<file path="config.mk">
export PLATFORM = sky130hd
export DESIGN_NAME = i2c_bus_arbiter_flat
export DESIGN_NICKNAME = d
export VERILOG_FILES = /design/src/rtl/i2c_arb_pkg.sv /design/src/rtl/i2c_bus_arbiter_if.sv /design/src/rtl/i2c_arb_rr.sv /design/src/rtl/i2c_bus_arbiter.sv /design/src/flat_wrapper.sv
export SDC_FILE = /design/constraint.sdc
export NUM_CORES = 1
export LEC_CHECK = 0
export BUFFER_PORTS_ARGS = -buffer_cell sky130_fd_sc_hd__clkbuf_2
export CAP_MARGIN = 20
export CORE_AREA = 5 5 67 69
export CTS_CLUSTER_DIAMETER = 60
export DETAILED_ROUTE_END_ITERATION = 8
export DIE_AREA = 0 0 72 74
export GPL_ROUTABILITY_DRIVEN = 0
export PLACE_DENSITY = 0.87
export SYNTH_ARGS = -nofsm -noshare
export SYNTH_HDL_FRONTEND = slang
export SYNTH_SLANG_ARGS = --single-unit
</file>
<file path="constraint.sdc">
create_clock -name clock -period 2 [get_ports clock]
set_clock_uncertainty 0.1 [all_clocks]
set_input_delay 0.4 -clock clock [delete_from_list [all_inputs] [get_ports clock]]
set_output_delay 0.4 -clock clock [all_outputs]
set_load 0.03 [all_outputs]
</file>
<file path="src/rtl/i2c_arb_pkg.sv">
// Shared state encoding, status codes and small helpers for the I2C bus arbiter.
package i2c_arb_pkg;

    typedef enum logic [2:0] {
        S_IDLE       = 3'd0,
        S_ISSUE      = 3'd1,
        S_WAIT_RSP   = 3'd2,
        S_WAIT_STOP  = 3'd3,
        S_ABORT_STOP = 3'd4
    } state_e;

    localparam logic [1:0] ST_ACK   = 2'b00;
    localparam logic [1:0] ST_RDATA = 2'b01;
    localparam logic [1:0] ST_NACK  = 2'b10;
    localparam logic [1:0] ST_ERR   = 2'b11;

    function automatic logic [1:0] idx_onehot(input logic idx);
        return idx ? 2'b10 : 2'b01;
    endfunction

    function automatic logic [7:0] sel_byte(input logic [15:0] data, input logic idx);
        return idx ? data[15:8] : data[7:0];
    endfunction

endpackage

</file>
<file path="src/rtl/i2c_bus_arbiter_if.sv">
// Requester-side and I2C-master-side signal bundle of i2c_bus_arbiter.
// Modport master is the arbiter's view; modport slave is the requesters plus byte-level master.
interface i2c_bus_arbiter_if ();

    logic [1:0]  req_valid;
    logic [1:0]  req_start;
    logic [1:0]  req_stop;
    logic [1:0]  req_rw;
    logic [15:0] req_data;
    logic [1:0]  req_ready;
    logic [1:0]  req_done;
    logic [1:0]  req_status;
    logic [7:0]  req_rdata;

    logic        m_go;
    logic        m_start;
    logic        m_stop;
    logic        m_rw;
    logic [7:0]  m_data_w;
    logic        m_ack;
    logic        m_ack_r;
    logic        m_nack;
    logic        m_timeout;
    logic        m_busy;
    logic [7:0]  m_data_r;

    modport master (
        input  req_valid, req_start, req_stop, req_rw, req_data,
        input  m_ack, m_ack_r, m_nack, m_timeout, m_busy, m_data_r,
        output req_ready, req_done, req_status, req_rdata,
        output m_go, m_start, m_stop, m_rw, m_data_w
    );

    modport slave (
        output req_valid, req_start, req_stop, req_rw, req_data,
        output m_ack, m_ack_r, m_nack, m_timeout, m_busy, m_data_r,
        input  req_ready, req_done, req_status, req_rdata,
        input  m_go, m_start, m_stop, m_rw, m_data_w
    );

endinterface

</file>
<file path="src/rtl/i2c_arb_rr.sv">
// Two-way round-robin picker: one-hot winner among eligible requesters.
module i2c_arb_rr (
    input  logic [1:0] eligible,
    input  logic       last,
    output logic [1:0] pick
);

    // On a tie, the requester that was not served last wins.
    always_comb begin
        pick = 2'b00;
        case (eligible)
            2'b01:   pick = 2'b01;
            2'b10:   pick = 2'b10;
            2'b11:   pick = last ? 2'b01 : 2'b10;
            default: pick = 2'b00;
        endcase
    end

endmodule

</file>
<file path="src/rtl/i2c_bus_arbiter.sv">
// Shares one byte-level I2C master between two requesters, locking the bus from START to STOP.
// Optional lock watchdog is built when I2C_ARB_WATCHDOG_EN is defined.
module i2c_bus_arbiter
    import i2c_arb_pkg::*;
#(
    parameter int LOCK_TIMEOUT = 100000
) (
    input  logic              clock,
    input  logic              reset_n,
    i2c_bus_arbiter_if.master bus,
    output logic [1:0]        grant,
    output logic              wd_expired
);

    state_e      state_q, state_d;
    logic        lock_q, lock_d;
    logic [1:0]  grant_q, grant_d;
    logic        last_q, last_d;
    logic [1:0]  err_q, err_d;
    logic [1:0]  ready_q, ready_d;
    logic [1:0]  done_q, done_d;
    logic [1:0]  status_q, status_d;
    logic [7:0]  rdata_q, rdata_d;
    logic        go_q, go_d;
    logic        start_q, start_d;
    logic        stop_q, stop_d;
    logic        rw_q, rw_d;
    logic [7:0]  data_q, data_d;

    logic [1:0]  elig_s, bad_s, pick_s, bad_pick_s, own_valid_s;
    logic        accept_s, sel_s, wd_fire_s;

    assign elig_s      = bus.req_valid & bus.req_start;
    assign bad_s       = bus.req_valid & ~bus.req_start;
    assign own_valid_s = bus.req_valid & grant_q;

    i2c_arb_rr u_rr_start (.eligible(elig_s), .last(last_q), .pick(pick_s));
    i2c_arb_rr u_rr_err   (.eligible(bad_s),  .last(last_q), .pick(bad_pick_s));

    // Next-state, command latching and response routing.
    always_comb begin
        state_d  = state_q;
        lock_d   = lock_q;
        grant_d  = grant_q;
        last_d   = last_q;
        err_d    = 2'b00;
        ready_d  = 2'b00;
        done_d   = 2'b00;
        status_d = status_q;
        rdata_d  = rdata_q;
        go_d     = 1'b0;
        start_d  = start_q;
        stop_d   = stop_q;
        rw_d     = rw_q;
        data_d   = data_q;
        accept_s = 1'b0;
        sel_s    = 1'b0;
        case (state_q)
            S_IDLE: begin
                if (err_q != 2'b00) begin
                    done_d   = err_q;
                    status_d = ST_ERR;
                end else if (lock_q) begin
                    if (wd_fire_s) begin
                        go_d    = 1'b1;
                        start_d = 1'b0;
                        stop_d  = 1'b1;
                        state_d = S_ABORT_STOP;
                    end else if (own_valid_s != 2'b00) begin
                        accept_s = 1'b1;
                        sel_s    = grant_q[1];
                    end else begin
                        state_d = S_IDLE;
                    end
                end else if (pick_s != 2'b00) begin
                    accept_s = 1'b1;
                    sel_s    = pick_s[1];
                    grant_d  = pick_s;
                end else if (bad_pick_s != 2'b00) begin
                    // A byte without START on a free bus is refused without touching the master.
                    ready_d = bad_pick_s;
                    err_d   = bad_pick_s;
                end else begin
                    state_d = S_IDLE;
                end
            end
            S_ISSUE: begin
                go_d    = 1'b1;
                state_d = stop_q ? S_WAIT_STOP : S_WAIT_RSP;
            end
            S_WAIT_RSP: begin
                if (bus.m_nack) begin
                    done_d   = grant_q;
                    status_d = ST_NACK;
                    go_d     = 1'b1;
                    start_d  = 1'b0;
                    stop_d   = 1'b1;
                    state_d  = S_ABORT_STOP;
                end else if (bus.m_timeout) begin
                    done_d   = grant_q;
                    status_d = ST_ERR;
                    go_d     = 1'b1;
                    start_d  = 1'b0;
                    stop_d   = 1'b1;
                    state_d  = S_ABORT_STOP;
                end else if (bus.m_ack_r) begin
                    done_d   = grant_q;
                    status_d = ST_RDATA;
                    rdata_d  = bus.m_data_r;
                    state_d  = S_IDLE;
                end else if (bus.m_ack) begin
                    done_d   = grant_q;
                    status_d = ST_ACK;
                    state_d  = S_IDLE;
                end else begin
                    state_d = S_WAIT_RSP;
                end
            end
            S_WAIT_STOP, S_ABORT_STOP: begin
                // m_busy is ignored while our own m_go is still on the wire.
                if (!go_q && !bus.m_busy) begin
                    lock_d  = 1'b0;
                    grant_d = 2'b00;
                    last_d  = grant_q[1];
                    state_d = S_IDLE;
                    if (state_q == S_WAIT_STOP) begin
                        done_d   = grant_q;
                        status_d = ST_ACK;
                    end else begin
                        done_d = 2'b00;
                    end
                end else begin
                    state_d = state_q;
                end
            end
            default: state_d = S_IDLE;
        endcase
        if (accept_s) begin
            ready_d = idx_onehot(sel_s);
            start_d = bus.req_start[sel_s];
            stop_d  = bus.req_stop[sel_s];
            rw_d    = bus.req_rw[sel_s] & ~bus.req_stop[sel_s];
            data_d  = bus.req_stop[sel_s] ? 8'h00 : sel_byte(bus.req_data, sel_s);
            lock_d  = lock_q | bus.req_start[sel_s];
            state_d = S_ISSUE;
        end else begin
        end
    end

    // State and registered outputs.
    always_ff @(posedge clock or negedge reset_n) begin
        if (!reset_n) begin
            state_q  <= S_IDLE;
            lock_q   <= 1'b0;
            grant_q  <= 2'b00;
            last_q   <= 1'b1;
            err_q    <= 2'b00;
            ready_q  <= 2'b00;
            done_q   <= 2'b00;
            status_q <= 2'b00;
            rdata_q  <= 8'h00;
            go_q     <= 1'b0;
            start_q  <= 1'b0;
            stop_q   <= 1'b0;
            rw_q     <= 1'b0;
            data_q   <= 8'h00;
        end else begin
            state_q  <= state_d;
            lock_q   <= lock_d;
            grant_q  <= grant_d;
            last_q   <= last_d;
            err_q    <= err_d;
            ready_q  <= ready_d;
            done_q   <= done_d;
            status_q <= status_d;
            rdata_q  <= rdata_d;
            go_q     <= go_d;
            start_q  <= start_d;
            stop_q   <= stop_d;
            rw_q     <= rw_d;
            data_q   <= data_d;
        end
    end

`ifdef I2C_ARB_WATCHDOG_EN
    localparam int unsigned WD_W = (LOCK_TIMEOUT > 1) ? $clog2(LOCK_TIMEOUT) : 1;
    logic [WD_W-1:0] wd_cnt_q, wd_cnt_d;
    logic            wd_idle_s, wd_q;

    // Count owner-silent IDLE cycles while the bus is locked.
    always_comb begin
        wd_idle_s = lock_q && (state_q == S_IDLE) && (own_valid_s == 2'b00);
        wd_fire_s = wd_idle_s && (wd_cnt_q == WD_W'(LOCK_TIMEOUT - 1));
        if (wd_idle_s && !wd_fire_s) begin
            wd_cnt_d = wd_cnt_q + WD_W'(1);
        end else begin
            wd_cnt_d = WD_W'(0);
        end
    end

    // Watchdog counter and expiry pulse.
    always_ff @(posedge clock or negedge reset_n) begin
        if (!reset_n) begin
            wd_cnt_q <= WD_W'(0);
            wd_q     <= 1'b0;
        end else begin
            wd_cnt_q <= wd_cnt_d;
            wd_q     <= wd_fire_s;
        end
    end

    assign wd_expired = wd_q;
`else
    assign wd_fire_s  = 1'b0;
    assign wd_expired = 1'b0 & (LOCK_TIMEOUT == 0);
`endif

    assign grant          = grant_q;
    assign bus.req_ready  = ready_q;
    assign bus.req_done   = done_q;
    assign bus.req_status = status_q;
    assign bus.req_rdata  = rdata_q;
    assign bus.m_go       = go_q;
    assign bus.m_start    = start_q;
    assign bus.m_stop     = stop_q;
    assign bus.m_rw       = rw_q;
    assign bus.m_data_w   = data_q;

endmodule
</file>
<file path="src/flat_wrapper.sv">
// flat-port wrapper written by rule: the top's interface ports become plain ports
module i2c_bus_arbiter_flat import i2c_arb_pkg::*;
#(
    parameter int LOCK_TIMEOUT = 100000
)
  (clock, reset_n, grant, wd_expired, bus_req_valid, bus_req_start, bus_req_stop, bus_req_rw, bus_req_data, bus_m_ack, bus_m_ack_r, bus_m_nack, bus_m_timeout, bus_m_busy, bus_m_data_r, bus_req_ready, bus_req_done, bus_req_status, bus_req_rdata, bus_m_go, bus_m_start, bus_m_stop, bus_m_rw, bus_m_data_w);
  i2c_bus_arbiter_if bus_i ();
  input  logic clock;
  input  logic reset_n;
  output logic [1:0] grant;
  output logic wd_expired;
  input wire logic [$bits(bus_i.req_valid)-1:0] bus_req_valid;
  input wire logic [$bits(bus_i.req_start)-1:0] bus_req_start;
  input wire logic [$bits(bus_i.req_stop)-1:0] bus_req_stop;
  input wire logic [$bits(bus_i.req_rw)-1:0] bus_req_rw;
  input wire logic [$bits(bus_i.req_data)-1:0] bus_req_data;
  input wire logic [$bits(bus_i.m_ack)-1:0] bus_m_ack;
  input wire logic [$bits(bus_i.m_ack_r)-1:0] bus_m_ack_r;
  input wire logic [$bits(bus_i.m_nack)-1:0] bus_m_nack;
  input wire logic [$bits(bus_i.m_timeout)-1:0] bus_m_timeout;
  input wire logic [$bits(bus_i.m_busy)-1:0] bus_m_busy;
  input wire logic [$bits(bus_i.m_data_r)-1:0] bus_m_data_r;
  output wire logic [$bits(bus_i.req_ready)-1:0] bus_req_ready;
  output wire logic [$bits(bus_i.req_done)-1:0] bus_req_done;
  output wire logic [$bits(bus_i.req_status)-1:0] bus_req_status;
  output wire logic [$bits(bus_i.req_rdata)-1:0] bus_req_rdata;
  output wire logic [$bits(bus_i.m_go)-1:0] bus_m_go;
  output wire logic [$bits(bus_i.m_start)-1:0] bus_m_start;
  output wire logic [$bits(bus_i.m_stop)-1:0] bus_m_stop;
  output wire logic [$bits(bus_i.m_rw)-1:0] bus_m_rw;
  output wire logic [$bits(bus_i.m_data_w)-1:0] bus_m_data_w;
  assign bus_i.req_valid = bus_req_valid;
  assign bus_i.req_start = bus_req_start;
  assign bus_i.req_stop = bus_req_stop;
  assign bus_i.req_rw = bus_req_rw;
  assign bus_i.req_data = bus_req_data;
  assign bus_i.m_ack = bus_m_ack;
  assign bus_i.m_ack_r = bus_m_ack_r;
  assign bus_i.m_nack = bus_m_nack;
  assign bus_i.m_timeout = bus_m_timeout;
  assign bus_i.m_busy = bus_m_busy;
  assign bus_i.m_data_r = bus_m_data_r;
  assign bus_req_ready = bus_i.req_ready;
  assign bus_req_done = bus_i.req_done;
  assign bus_req_status = bus_i.req_status;
  assign bus_req_rdata = bus_i.req_rdata;
  assign bus_m_go = bus_i.m_go;
  assign bus_m_start = bus_i.m_start;
  assign bus_m_stop = bus_i.m_stop;
  assign bus_m_rw = bus_i.m_rw;
  assign bus_m_data_w = bus_i.m_data_w;
  i2c_bus_arbiter #(.LOCK_TIMEOUT(LOCK_TIMEOUT)) u_core (.clock(clock), .reset_n(reset_n), .bus(bus_i), .grant(grant), .wd_expired(wd_expired));
endmodule
</file>
* Word-level counts from Yosys, hierarchy flattened
Index checks and enable logic that the tools add are counted.
Storage, ports and cells: bits in registers 35, bits of input ports 39, output and inout port bits 29
Operators by class: $lt $le $gt $ge 1, eq/ne operators 22, multiplexer cells 76, bitwise logic cells 9, reduce and logical (&&, ||, !) cells 22
Operators by type and width (number):
- $mux 2 | 27
- $mux 1 | 30
- $mux 3 | 10
- $pmux 2 s3 | 4
- $mux 8 | 2
- $reduce_bool 2->1 | 8
- $reduce_and 5->1 | 3
- $pmux 3 s4 | 1
- $eq 2x2->1 const B | 4
- $ne 2x1->1 const B | 4
- $ne 4x2->1 const B | 2
- $and 2x2->2 | 3
- $eq 3x2->1 const B | 2
- $reduce_and 2->1 | 3
- $reduce_bool 3->1 | 2
- $ne 5x5->1 const B | 1
- $eq 2x1->1 const B | 2
- $ne 2x2->1 const B | 2
- $ne 4x4->1 const B | 1
- $pmux 2 s2 | 1
- $reduce_and 4->1 | 1
- $eq 3x1->1 const B | 1
- $eq 3x3->1 const B | 1
- $logic_not 3->1 | 1
- other kinds (11) | 14

* Depth between registers and ports, before layout
Gate-level depths: netlist of run 1.
depth in word-level cells 12, depth in mapped cells 6, depth with buffers taken out 4

* Modules after synthesis
Synthesis of run 1 repeated with hierarchy kept, for this count alone.
Unflattened totals: cells, all modules 147, area, all modules 1707.9 µm²
Modules (own cells, without submodules):
- i2c_bus_arbiter | instances 1, cells an instance 141, area an instance 1670.4 µm², sequential area each 877.1 µm²
- i2c_arb_rr | instances 2, cells an instance 3, area an instance 18.8 µm², sequential area each 0.0 µm²

* Worst setup path after synthesis of run 1
OpenSTA, ideal clock, no wires.
path kind register to register, start reg u_core.state_q[2], end reg u_core.grant_q[0], in the netlist u_core.grant[0], library setup time 0.119 ns, data arrival time 1.448 ns, required time 1.781 ns, slack 0.333 ns, stages on the path, launching flop included 5, path buffers 0, cells stage by stage dfrtp_1 -> or3_4 -> nor3_2 -> or3b_1 -> o21a_1
Between the ends: word-level cells in the longest chain between the ends 4, elaborated cells on any way between the ends 11, classes of those cells eq/ne: 6; mux: 1; reduce/logical: 4
Ends and longest elaborated chain:
- start, declared | RTL line i2c_bus_arbiter.sv:15 | state_e state_q, state_d;
- start signal, assigned | RTL line i2c_bus_arbiter.sv:168 | state_q <= state_d;
- $eq 3x3->1 / $eq 3x2->1 (equally long branches) | RTL line i2c_bus_arbiter.sv:58 | case (state_q)
- $reduce_or 2->1 | RTL line i2c_bus_arbiter.sv:58
- $ne 2x1->1 (no source line) / $reduce_bool 2->1 (equally long branches)
- $reduce_and 5->1 (no source line)
- end signal, assigned | RTL line i2c_bus_arbiter.sv:170 | grant_q <= grant_d;
- end, declared | RTL line i2c_bus_arbiter.sv:17 | logic [1:0] grant_q, grant_d;
Parallel ways exist; a longest one is shown, timed or not. A chain may end at the register's enable or synchronous reset.

* Worst setup path after layout of run 1
start reg u_core.last_q, end reg u_core.data_q[2], in the netlist u_core.bus.m_data_w[2]
Between the ends: word-level cells in the longest chain between the ends 10, elaborated cells on any way between the ends 15, classes of those cells mux: 14; reduce/logical: 1
Ends and longest elaborated chain:
- start, declared | RTL line i2c_bus_arbiter.sv:18 | logic last_q, last_d;
- start signal, assigned | RTL line i2c_bus_arbiter.sv:171 | last_q <= last_d;
- $mux 2 (*) | RTL line i2c_arb_rr.sv:14 | 2'b11: pick = last ? 2'b01 : 2'b10;
- $pmux 2 s3 (*) | RTL line i2c_arb_rr.sv:11 | case (eligible)
- $reduce_bool 2->1 | RTL line i2c_bus_arbiter.sv:75 | end else if (pick_s != 2'b00) begin
- $mux 1 | RTL line i2c_bus_arbiter.sv:75
- $mux 1 | RTL line i2c_bus_arbiter.sv:63 | end else if (lock_q) begin
- $mux 1 | RTL line i2c_bus_arbiter.sv:60 | if (err_q != 2'b00) begin
- $mux 1 | RTL line i2c_bus_arbiter.sv:58
- $mux 1 (implied by the code) (2 in a row) | RTL line i2c_bus_arbiter.sv:143 | data_d = bus.req_stop[sel_s] ? 8'h00 : sel_byte(bus.req_data, sel_s);
- $mux 8 | RTL line i2c_bus_arbiter.sv:143
- end signal, assigned | RTL line i2c_bus_arbiter.sv:181 | data_q <= data_d;
- end, declared | RTL line i2c_bus_arbiter.sv:28 | logic [7:0] data_q, data_d;
Mark *: on every way between the ends. The rest lies on a longest branch, timed or not. The select of a mux whose other input is x is not followed.

==> impl_metrics.env, run 1 <==
export IMPL_status="completed"
export IMPL_wl_per_cell_um=14.7
export IMPL_worstPathMaxFanout=5
export IMPL_synth_edff_count=0
export IMPL_viasPerCell=5.41
export IMPL_nets=277
export IMPL_synth_main_ff_cell="dfrtp_1"
export IMPL_dieHeight_um=74
export IMPL_nFillCells=355
export IMPL_async_reset_ff_frac=1.00
export IMPL_cts_sinks=35
export IMPL_cp_end_kind="flop"
export IMPL_drt_pass1_iter_count=4
export IMPL_synth_top_area_cell="dfrtp_1"
export IMPL_pin_count=68
export IMPL_crit_type="flop to flop"
export IMPL_slew_viol_final=0
export IMPL_critPathLaunch="u_core.last_q"
export IMPL_p_sw_frac=0.445
export IMPL_finalSetupTns_ns=0
export IMPL_fin_crit_sh=0.915
export IMPL_yosysSeqAreaShare=0.486
export IMPL_numCtsBuffers=5
export IMPL_cp_required_ns=2.06
export IMPL_synthTopCellsByArea="dfrtp_1, mux2_2, mux2i_1, o2bb2ai_1, nor2b_1"
export IMPL_clock_path_buffers=2
export IMPL_fmax_ghz=0.547
export IMPL_n_antenna_cell=0
export IMPL_first_iter_violations=133
export IMPL_hpwlAfterDp_um=3180
export IMPL_yosysWarnings=0
export IMPL_grt_first_pass_wirelength_um=7030
export IMPL_syn_instance_count=165
export IMPL_postCtsHoldBufs=0
export IMPL_synth_cell_types=49
export IMPL_clkTransAtPathRegs_ns=0.07
export IMPL_p_int_mw=2.02
export IMPL_synth_area_um2=1810
export IMPL_dpl_cell_area_um2=2210
export IMPL_ir_drop_uv=781
export IMPL_dieArea_um2=5330
export IMPL_cts_resized=0
export IMPL_grt_setup_unrepaired="no"
export IMPL_p_leak_nw=1.13
export IMPL_power_switching_mw=1.62
export IMPL_synth_area_per_cell_um2=10.9
export IMPL_finalSetupViolCount=0
export IMPL_grt_pass1_vias=1549
export IMPL_antenna_left=0
export IMPL_via_count=1564
export IMPL_grt_max_degree=36
export IMPL_pwr_share_comb=0.519
export IMPL_syn_num_nets=204
export IMPL_max_cap_violations=0
export IMPL_grt_usage=0.167
export IMPL_wl_um=4260
export IMPL_synth_seq_cells=35
export IMPL_synth_top_cell_area_share=0.471
export IMPL_reg2reg_from="u_core.last_q"
export IMPL_cts_tree="built"
export IMPL_initial_core_util=0.468
export IMPL_post_cts_buffers=0
export IMPL_power_frac_seq=0.328
export IMPL_htreeDepth=2
export IMPL_cp_arrival_ns=1.89
export IMPL_min_path_type="primary input to asynchronous set/reset pin"
export IMPL_min_period_ns=1.83
export IMPL_final_area_um2=2310
export IMPL_drc=0
export IMPL_clkPwrFrac=0.153
export IMPL_placementRows=23
export IMPL_critPathLaunchType="flop"
export IMPL_io_buffers=66
export IMPL_antenna_found_initial=0
export IMPL_root_buffer="clkbuf_8"
export IMPL_timing_hold_ws_ns=0.0430
export IMPL_hold_viol_final=0
export IMPL_cellPowerDensity_nw_per_um2=1570
export IMPL_drive_above_1_share=0.410
export IMPL_core_area_um2=3860
export IMPL_overflow=0
export IMPL_clk_latency_ns=0.29
export IMPL_die_x_um=72
export IMPL_syn2layout_area_growth_pct=28.1
registers in the layout (all words and copies together), names as in the netlist:
name	cells
u_core.bus.req_ready	2
u_core.err_q	2
u_core.bus.m_data_w	8
u_core.bus.m_start	1
u_core.bus.m_go	1
u_core.last_q	1
u_core.bus.m_rw	1
u_core.bus.req_status	2
u_core.bus.req_done	2
u_core.lock_q	1
u_core.state_q	3
u_core.bus.m_stop	1
u_core.bus.req_rdata	8
u_core.grant	2
per-layer routing:
layer / GRT usage / wire length [µm]
met5: 0 / 0
met3: 0.0568 / 319
met4: 0.0731 / 65
met1: 0.205 / 1790
met2: 0.271 / 2090
stage by stage:
stage	instances	setup WS, ns	utilization	power, mW
finish	289	0.170	0.600	3.64
global route	289	0.0912	0.600	3.89
CTS	289	0.171	0.600	3.68
detailed placement	281	0.0250	0.574	3.10
global placement	281	0.0751	0.574	3.06
floorplan	165	0.333	-	2.56
cells by family (layout without fill, tap and decap cells):
group,after synthesis,after routing,synth area share
DFF,35,35,0.486
buffers and inverters,10,84,0.0256
other,1,1,0.00208
and+or+nand+nor,53,53,0.169
AOI/OAI and AO/OA,46,46,0.199
muxes,20,20,0.119
Yosys cell counts, drive strengths merged, types with 2 or more instances:
cell type,n
clkbuf,3
o21a,2
nor3,4
o2bb2ai,9
o21ai,7
o211ai,3
nand3,3
mux2i,9
nor2b,10
inv,4
nor4,3
nand2,9
nor2,11
a22o,2
buf,3
or3,2
and4b,3
and2,2
dfrtp,34
mux2,11
a21o,2
a21oi,8
worst paths after layout:
path / cells past startpoint / slack (ns) / to
worst min-delay path: 2 / 0.04 / u_core.grant[1]
worst min register to register: 1 / 0.40 / u_core.bus.m_data_w[0]
max in group asynchronous: 2 / 1.42 / u_core.last_q
worst max register to register: 5 / 0.17 / u_core.bus.m_data_w[2]
worst max-delay path: 5 / 0.17 / u_core.bus.m_data_w[2]
min in group clock: 2 / 0.24 / u_core.bus.req_rdata[2]
power by group through the flow:
stage | clock network [mW] | registers [mW] | logic, mW
2_1_floorplan | 0 | 1.61 | 0.951
3_3_place_gp | 0 | 1.19 | 1.86
3_5_place_dp | 0 | 1.20 | 1.90
4_1_cts | 0.576 | 1.19 | 1.91
5_1_grt | 0.604 | 1.23 | 2.06
6_report | 0.558 | 1.19 | 1.89
critical path, stage by stage, from the launching register on:
cell	delay, ns
dfstp_2	0.39
and3_1	0.22
o32ai_2	0.46
buf_4	0.25
mux2i_1	0.21
o2bb2ai_1	0.08
layout by cell type (no fill, tap or decap), types with 2 or more instances in the layout:
cell        n
and4b_1     3
o2bb2ai_1   9
nor2_1     10
o211ai_1    2
o21a_1      2
a22o_1      2
nor4_1      3
nand2_1     8
and2_1      2
o21ai_0     7
clkbuf_2   66
dfrtp_1    34
inv_1       4
a21oi_1     8
mux2i_1     9
buf_4       6
nor3_1      3
clkbuf_8    7
nor2b_1    10
a21o_1      2
nand3_1     3
mux2_2     11
area by class of cell:
cell class | count | area (µm²) | share of cell area
Sequential cell | 35 | 877 | 0.379
Timing Repair Buffer | 72 | 375 | 0.162
Multi-Input combinational cell | 120 | 882 | 0.381
Tap cell | 50 | 62.6 | 0.0271
Inverter | 4 | 15.0 | 0.00649
Clock buffer | 8 | 100 | 0.0433
No activity file was read; power rests on OpenSTA's default activity.
==> run 2, diff against run 1 <==
Settings changed: BUFFER_PORTS_ARGS -buffer_cell sky130_fd_sc_hd__clkbuf_2 to default, CORE_AREA 5 5 67 69 to 5 5 64 66, DIE_AREA 0 0 72 74 to 0 0 69 71, DONT_BUFFER_PORTS from default to 1, PLACE_DENSITY 0.87 to 0.77.
==> run 2 against run 1 <==
Against the previous run:
- final area fell by 14%
- die area fell by 8.1%
- maximum frequency fell by 2.9%
- critical path type unchanged
- wire length fell by 4.4%
==> impl_metrics.env, run 2 (same netlist as run 1, synthesis figures left out) <==
export IMPL_antenna_left=0
export IMPL_finalSetupViolCount=0
export IMPL_grt_setup_unrepaired="no"
export IMPL_reg2reg_from="u_core.state_q[2]"
export IMPL_power_frac_seq=0.503
export IMPL_drive_above_1_share=0.194
export IMPL_drc=0
export IMPL_drt_pass1_iter_count=5
export IMPL_via_count=1396
export IMPL_fin_crit_sh=0.943
export IMPL_ir_drop_uv=852
export IMPL_slew_viol_final=0
export IMPL_dpl_cell_area_um2=1890
export IMPL_core_area_um2=3520
export IMPL_antenna_found_initial=0
export IMPL_wl_um=4070
export IMPL_cellPowerDensity_nw_per_um2=1660
export IMPL_crit_type="flop to flop"
export IMPL_clk_latency_ns=0.32
export IMPL_overflow=0
export IMPL_grt_usage=0.169
export IMPL_final_area_um2=1980
export IMPL_clock_path_buffers=2
export IMPL_initial_core_util=0.512
export IMPL_worstPathMaxFanout=11
export IMPL_fmax_ghz=0.530
export IMPL_whs_path_depth=1
export IMPL_min_path_type="primary input to flop"
export IMPL_r2r_end="u_core.grant[0]"
export IMPL_rrSetupSlack_ns=0.11
export IMPL_status="completed"
export IMPL_grt_max_degree=36
export IMPL_critPathLaunchType="flop"
export IMPL_cts_tree="built"
export IMPL_p_sw_frac=0.475
export IMPL_final_util=0.561
export IMPL_pwr_share_comb=0.382
export IMPL_root_buffer="clkbuf_4"
export IMPL_final_common_cell="dfrtp_1"
export IMPL_io_buffers=0
export IMPL_cpPeakStageDelay_ns=0.49
export IMPL_numCtsBuffers=5
export IMPL_die_x_um=69
export IMPL_placementRows=22
export IMPL_nets=214
export IMPL_cp_arrival_ns=2.01
export IMPL_n_antenna_cell=0
export IMPL_tightestPinTransition_ns=0.518
export IMPL_pin_count=68
export IMPL_p_leak_nw=0.849
export IMPL_ff2ff_path_depth=4
export IMPL_first_iter_violations=109
export IMPL_clkTransAtPathRegs_ns=0.10
export IMPL_slowest_stage="dfrtp_1"
export IMPL_wl_per_cell_um=18.2
export IMPL_hold_end="u_core.bus.req_rdata[3]"
export IMPL_maxSlewHeadroom=0.655
export IMPL_dieArea_um2=4900
export IMPL_htreeDepth=2
export IMPL_max_cap_violations=0
export IMPL_p_int_mw=1.73
export IMPL_hpwlAfterDp_um=3050
export IMPL_finalSetupTns_ns=0
export IMPL_cp_required_ns=2.12
export IMPL_dieHeight_um=71
export IMPL_cp_end_kind="flop"
export IMPL_nFillCells=317
export IMPL_viasPerCell=6.26
export IMPL_grt_first_pass_wirelength_um=6680
export IMPL_min_period_ns=1.89
export IMPL_layout_common_cells="dfrtp_1, mux2_2, nor2_1, nor2b_1"
export IMPL_hold_viol_final=0
export IMPL_cp_cell_sequence="or3_4 -> nor3_2 -> or3b_1 -> o21a_1"
export IMPL_cts_sinks=35
export IMPL_syn2layout_area_growth_pct=9.56
export IMPL_grt_pass1_vias=1430
export IMPL_clkPwrFrac=0.115
export IMPL_hold_start="bus_m_data_r[3]"
export IMPL_power_switching_mw=1.56
[run 2: worst max path at each step]
stage	from	endpoint	slack, ns	cells past startpoint
final	u_core.state_q[2]	u_core.grant[0]	0.11	4
after global routing	u_core.state_q[2]	u_core.grant[0]	0.04	4
after CTS	u_core.state_q[2]	u_core.bus.m_data_w[5]	0.05	4
after detailed placement	u_core.state_q[2]	u_core.bus.m_data_w[6]	0.08	4
after global placement	u_core.state_q[2]	u_core.bus.m_rw	0.19	4
after floorplan	u_core.state_q[2]	u_core.grant[0]	0.33	4
[run 2: power by group through the flow]
stage	Combinational (mW)	Sequential (mW)	Clock, mW
floorplan	0.951	1.61	0
global placement	1.16	1.66	0
detailed placement	1.22	1.66	0
CTS	1.25	1.66	0.397
global route	1.38	1.69	0.431
finish	1.26	1.65	0.380
[run 2: metal layers]
layer / routed length, µm / track usage / vias to the layer above
met2: 2070 / 0.274 / 70
met4: 40 / 0.0499 / 0
met5: 0 / 0 / -
met1: 1580 / 0.200 / 681
li1: - / - / 638
met3: 383 / 0.0795 / 7
[run 2: worst max-delay path: cells and delay by family (launching register included)]
kind	cells	cell delay, ns
AOI/OAI and AO/OA	1	0.12
and+or+nand+nor	3	1.07
DFF	1	0.49
[run 2: stage by stage]
step	setup WS (ns)	hold slack, ns	power (mW)	instances
2_1_floorplan	0.333	0.00441	2.56	165
3_3_place_gp	0.190	0.00578	2.81	214
3_5_place_dp	0.0754	0.00555	2.89	214
4_1_cts	0.0511	0.0966	3.30	223
5_1_grt	0.0363	0.0838	3.51	223
6_report	0.115	0.118	3.29	223
[run 2: repair_timing]
item	CTS	global route
resized for setup	0	1
hold endpoints to repair	35	0
hold buffers	2	0
endpoints found under the setup margin	0	10
buffers inserted	0	0
[run 2: cell type report]
cell class	count	area (µm²)	area share
clock buffer	6	51.3	0.0259
timing repair buffer	9	82.6	0.0417
clock inverter	1	5.00	0.00253
tap	48	60.1	0.0304
multi-input combinational	120	887	0.448
inverter	4	15.0	0.00759
sequential	35	877	0.443
